**src/rtl/run_detect_fsm.sv**
```systemverilog
// run_detect_fsm: per-channel run detector.
// Each of CHANNELS serial inputs is watched for RUN_LEN consecutive samples
// equal to pol_i. z_o[k] is a registered Moore flag that stays high while the
// qualifying run continues. en_i = 0 soft-clears every channel.
// Optional macro RUN_DET_CNT_EN adds per-channel saturating detection counters
// (ports clr_i, det_cnt_o).
//
// Handshake note: there is no valid/ready flow here; w_i is sampled on every
// rising clk edge while en_i = 1, and z_o/det_cnt_o are valid every cycle.
module run_detect_fsm #(
  parameter int CHANNELS = 4,
  parameter int RUN_LEN  = 2,
  parameter int CNT_W    = 8
) (
  input  logic                      clk,
  input  logic                      rst,
  input  logic                      en_i,
  input  logic                      pol_i,
  input  logic [CHANNELS-1:0]       w_i,
  output logic [CHANNELS-1:0]       z_o
`ifdef RUN_DET_CNT_EN
  ,
  input  logic                      clr_i,
  output logic [CHANNELS*CNT_W-1:0] det_cnt_o
`endif
);

  localparam int            CW      = $clog2(RUN_LEN + 1);
  localparam logic [CW-1:0] RUN_MAX = CW'(RUN_LEN);
  localparam logic [CW-1:0] CNT_ONE = CW'(1);

  typedef enum logic [1:0] {
    S_IDLE = 2'd0,
    S_RUN  = 2'd1,
    S_DET  = 2'd2
  } state_t;

  // state_q is the per-channel FSM state, kept as a named array for probing.
  state_t          state_q [CHANNELS];
  state_t          state_d [CHANNELS];
  logic [CW-1:0]   cnt_q   [CHANNELS];
  logic [CW-1:0]   cnt_d   [CHANNELS];
  logic [CHANNELS-1:0] match;

  // A sample matches when it equals the polarity in force on this edge.
  assign match = pol_i ? w_i : ~w_i;

  // State and run-counter registers; reset discards any partial run.
  always_ff @(posedge clk) begin
    for (int k = 0; k < CHANNELS; k++) begin
      if (rst) begin
        state_q[k] <= S_IDLE;
        cnt_q[k]   <= '0;
      end else begin
        state_q[k] <= state_d[k];
        cnt_q[k]   <= cnt_d[k];
      end
    end
  end

  // Next-state logic per channel; disable forces every channel back to IDLE.
  always_comb begin
    for (int k = 0; k < CHANNELS; k++) begin
      state_d[k] = state_q[k];
      cnt_d[k]   = cnt_q[k];
      if (!en_i) begin
        state_d[k] = S_IDLE;
        cnt_d[k]   = '0;
      end else begin
        case (state_q[k])
          S_IDLE: begin
            if (match[k]) begin
              cnt_d[k]   = CNT_ONE;
              state_d[k] = (RUN_LEN == 1) ? S_DET : S_RUN;
            end
          end
          S_RUN: begin
            if (match[k]) begin
              cnt_d[k]   = cnt_q[k] + CNT_ONE;
              state_d[k] = ((cnt_q[k] + CNT_ONE) == RUN_MAX) ? S_DET : S_RUN;
            end else begin
              cnt_d[k]   = '0;
              state_d[k] = S_IDLE;
            end
          end
          S_DET: begin
            // Counter stays saturated at RUN_LEN while the run continues.
            if (!match[k]) begin
              cnt_d[k]   = '0;
              state_d[k] = S_IDLE;
            end
          end
          default: begin
            cnt_d[k]   = '0;
            state_d[k] = S_IDLE;
          end
        endcase
      end
    end
  end

  // Detect flag is a pure decode of the registered state.
  always_comb begin
    z_o = '0;
    for (int k = 0; k < CHANNELS; k++) begin
      z_o[k] = (state_q[k] == S_DET);
    end
  end

`ifdef RUN_DET_CNT_EN
  localparam logic [CNT_W-1:0] DCNT_MAX = '1;
  localparam logic [CNT_W-1:0] DCNT_ONE = CNT_W'(1);

  logic [CNT_W-1:0] det_cnt_q [CHANNELS];

  // Count each entry into DET once; saturate, and let clr_i beat an increment.
  always_ff @(posedge clk) begin
    for (int k = 0; k < CHANNELS; k++) begin
      if (rst || clr_i) begin
        det_cnt_q[k] <= '0;
      end else if ((state_d[k] == S_DET) && (state_q[k] != S_DET) &&
                   (det_cnt_q[k] != DCNT_MAX)) begin
        det_cnt_q[k] <= det_cnt_q[k] + DCNT_ONE;
      end
    end
  end

  // Pack the per-channel counters, channel k at [k*CNT_W +: CNT_W].
  always_comb begin
    det_cnt_o = '0;
    for (int k = 0; k < CHANNELS; k++) begin
      det_cnt_o[k*CNT_W +: CNT_W] = det_cnt_q[k];
    end
  end
`endif

endmodule

```
**config.mk**
```make
export PLATFORM = sky130hd
export DESIGN_NAME = run_detect_fsm
export DESIGN_NICKNAME = d
export VERILOG_FILES = /design/src/rtl/run_detect_fsm.sv
export SDC_FILE = /design/constraint.sdc
export NUM_CORES = 1
export LEC_CHECK = 0
export CORE_MARGIN = 5
export CORE_UTILIZATION = 40
export CTS_CLUSTER_DIAMETER = 100
export DETAILED_ROUTE_END_ITERATION = 10
export MAX_ROUTING_LAYER = met4
export SYNTH_ARGS = -nofsm -noshare
export SYNTH_HDL_FRONTEND = slang
export SYNTH_SLANG_ARGS = --single-unit
```
**constraint.sdc**
```tcl
create_clock -name clk -period 1.5 [get_ports clk]
set_clock_uncertainty 0.1 [all_clocks]
set_input_delay 0.15 -clock clk [delete_from_list [all_inputs] [get_ports clk]]
set_output_delay 0.15 -clock clk [all_outputs]
set_load 0.1 [all_outputs]
```
; Word level (Yosys, flattened, before mapping)
; Memories as Yosys holds them, arrays and structs flattened.
; Cells that the tools add are included.
[word_totals]
register_bits = 0
mem_bits_rw = 16
input_bits = 8
out_inout_bits = 4
n_memories = 2
[memory_table]
columns = name, depth, width, rd, rd_ports_with_merged_regs, write_ports, line
row1 = cnt_q, 4, 2, 4, 0, 4, 41  ; logic [CW-1:0] cnt_q [CHANNELS];
row2 = state_q, 4, 2, 4, 0, 4, 39  ; state_t state_q [CHANNELS];
[classes]
n_addsub = 4
eq_ne = 12
n_mux = 56
n_bitwise = 9
n_reduce_logical = 4
[op_table]
columns = op, n
row1 = two-way mux 2 bit, 44
row2 = case mux 2 bit (3 select lines), 8
row3 = == test 2 bit (second input constant), 8
row4 = adder 2 x 1 -> 2 bit (second input constant), 4
row5 = == test 2 x 1 -> 1 bit (second input constant), 4
row6 = logical NOT 2 bit, 4
row7 = OR 1 bit, 8
row8 = two-way mux 4 bit, 1
row9 = inverter 4 bit, 1
row10 = two-way mux 1 bit, 3

; Longest topological paths before layout
[logic_depth]
depth_word = 7
mapped_depth = 5

; Worst setup path after synthesis
; No wires, ideal clock.
[synth_path]
kind = register -> register
start = memory state_q[0][1] in the netlist's numbering
end = memory cnt_q[0][1] in the netlist's numbering
setup_ns = 0.074
arrival_time_ns = 2.122
path_slack_ns = -0.796
path_stages_with_launch = 4
n_path_buf = 0
period_less_slack_ns = 2.296
path_cell_list = dfxtp_1 nor2b_1 nand3_1 a31oi_1
[synth_rtl]
columns = element, line
row1 = start: declaration, 39
row2 = end: declaration, 41

==> qor.csv <==
metric,value,unit
clk_pin_slew,0.10,ns
seq_power_share,52.1,%
critical_path_class,reg -> out,
outcome,"finished, final reports clean",
finalCritPeriodShare,92.9,%
hold_viol_final,0,
tightest_slew,0.260,ns
r2r-end,cnt_q[0][1],
dieWidth,55.9,µm
pwr-share-clk,32.7,%
synth_common_cells,"16 x dfxtp_1, 9 x nor2_1, 9 x nor2b_1",
use_met1,13.9,%
vias,692,
swShare,24.0,%
synth_edf_count,0,
crit_arrival,1.14,ns
synth_nets,105,
whs_endpoint,cnt_q[2][1],
grt-busiest-layer,met2,
cts_tree,built,
async_flop_share,0,%
slew_viol_final,0,
ctsRootBufferMaster,clkbuf_4,
synth_warnings,0,
syn_to_final_growth,34.6,%
dp_hpwl,1160,µm
drc,0,
ant_nets,0,
critPathMaxStageDelay,0.45,ns
cts.sinks,16,
cts_buffers,3,
clkLatencyLatePin,0.29,ns
met3_usage,5.10,%
holdCritPathClass,reg -> reg,
first_iter_violations,7,
synthDominantCellAreaShare,38.0,%
p_leak,0.494,nW
whs,0.371,ns
core_area,1980,µm²
grt_use_met2,17.9,%
rows,16,
grt_usage,11.5,%
vias_per_cell,4.94,
postCtsHoldBufs,0,
synth_cells,93,
die_area,3120,µm²
syn_area,842,µm²
io_buffers,11,
slew_headroom,82.6,%
start_util,42.5,%
net-switching-power,0.208,mW
dr.pass1.iters,4,
setup_viol,0,
ys_seq_area_share,38.0,%
htree_levels,1,
maxCapViolations,0,
ys_ff_latch,16,
cp_max_fo,8,
synth_top_area_cell,dfxtp_1,
grt_overflow_total,0,
final_cell_area,1130,µm²
fmax,717,MHz
startpoint_type,flop,
timing.rr.start,state_q[0][1],
diodes,0,
first_global_vias,661,
min_from,cnt_q[2][1],
pwr-share-comb,15.2,%
max-vdd-ir-drop,455,µV
cts_setup_buffers,0,
reg2reg_depth,2,
drive_gt1_share,20.4,%
cp.required,1.25,ns
syn_avg_cell_area,9.05,µm²
grt_antenna_before_repair,0,
endpoint_kind,output port,
nets,126,
post-route-min-period,1.39,ns
totalWireLength,1550,µm
r2r_setup_slack,0.27,ns
cts_resized,0,
yosysUniqueCellTypes,26,
synth.most_common_cell,dfxtp_1,
min_path_cells,2,
die_h,55.9,µm
ys.flop_type,dfxtp_1,
wl_per_cell,11.0,µm
gp_congestion,0.831,
internal-power,0.662,mW
cp_slowest_cell,dfxtp_1,
io_pins,12,
rsz0062_at_grt,false,
cp_cell_sequence,"nor2b_4, buf_12",
cts_max_path_buffers,2,
grt_max_degree,10,
synthTopCellsByArea,"dfxtp_1 38%, nor2b_1 6.7%, ha_1 5.9%",
dpl_cell_area,1100,µm²
pwr_density_cell,768,nW/µm²
grt_pass1_wl,2790,µm
worst max-delay path, delay by kind of cell (launching register included):
family	cells	cell delay [ns]
AND/OR/NAND/NOR	1	0.22
buffers and inverters	1	0.18
flip-flops	1	0.45
cell type report:
class	instances	area, µm²
flip-flops and latches	16	320
fillers	171	848
well taps	27	33.8
clock buffers	4	36.3
multi-input cells	69	514
repair buffers	19	210
inverters	5	18.8
cells in the final DEF, fill, tap and decap left out, types with 5 or more instances in the layout:
cell type	n
a21oi_1	5
buf_4	8
clkdlybuf4s50_1	7
dfxtp_1	16
inv_1	5
nand2_1	6
nor2_1	8
nor2b_1	6
worst max-delay path by stage:
stage                  start     endpoint  slack (ns)  cells past startpoint
3_3_place_gp           pol_i  cnt_q[1][1]       -0.06                      5
4_1_cts        state_q[0][1]       z_o[0]        0.09                      2
6_report       state_q[3][1]       z_o[3]        0.11                      2
3_5_place_dp           pol_i  cnt_q[0][1]       -0.10                      5
2_1_floorplan  state_q[0][1]  cnt_q[0][1]        0.11                      3
5_1_grt        state_q[0][1]       z_o[0]        0.02                      2
sequential cells by signal, indices dropped and copies added, names as in the netlist:
name     cells
cnt_q        8
state_q      8
power by group through the flow:
stage / clock network, mW / registers (mW) / logic, mW
2_1_floorplan: 0 / 0.460 / 0.0756
3_3_place_gp: 0 / 0.463 / 0.130
3_5_place_dp: 0 / 0.464 / 0.132
4_1_cts: 0.301 / 0.454 / 0.133
5_1_grt: 0.322 / 0.457 / 0.147
6_report: 0.285 / 0.454 / 0.132
routing by layer:
layer | vias to the layer above | share of wire, %
met3 | 2 | 4.1
met4 | 0 | 0.84
met1 | 314 | 51
met5 | - | 0
met2 | 11 | 44
li1 | 365 | -
through the flow:
stage	instances	setup TNS, ns	power (mW)	util [%]	setup slack, ns
2_1_floorplan	93	0	0.536	-	0.114
3_3_place_gp	136	-0.121	0.593	55.4	-0.0605
3_5_place_dp	136	-0.198	0.596	55.4	-0.104
4_1_cts	140	0	0.888	57.2	0.0901
5_1_grt	140	0	0.926	57.2	0.0247
6_report	140	0	0.870	57.2	0.106
cells by family after synthesis:
logic type,share of synthesized area (%)
AND/OR/NAND/NOR,29.9
XOR/XNOR,7.88
buffers and inverters,4.46
multiplexers,1.19
AO/OA/AOI/OAI,12.6
adder cells (fa/ha/maj),5.94
flip-flops,38.0
Power figures use the tool's default switching activity.
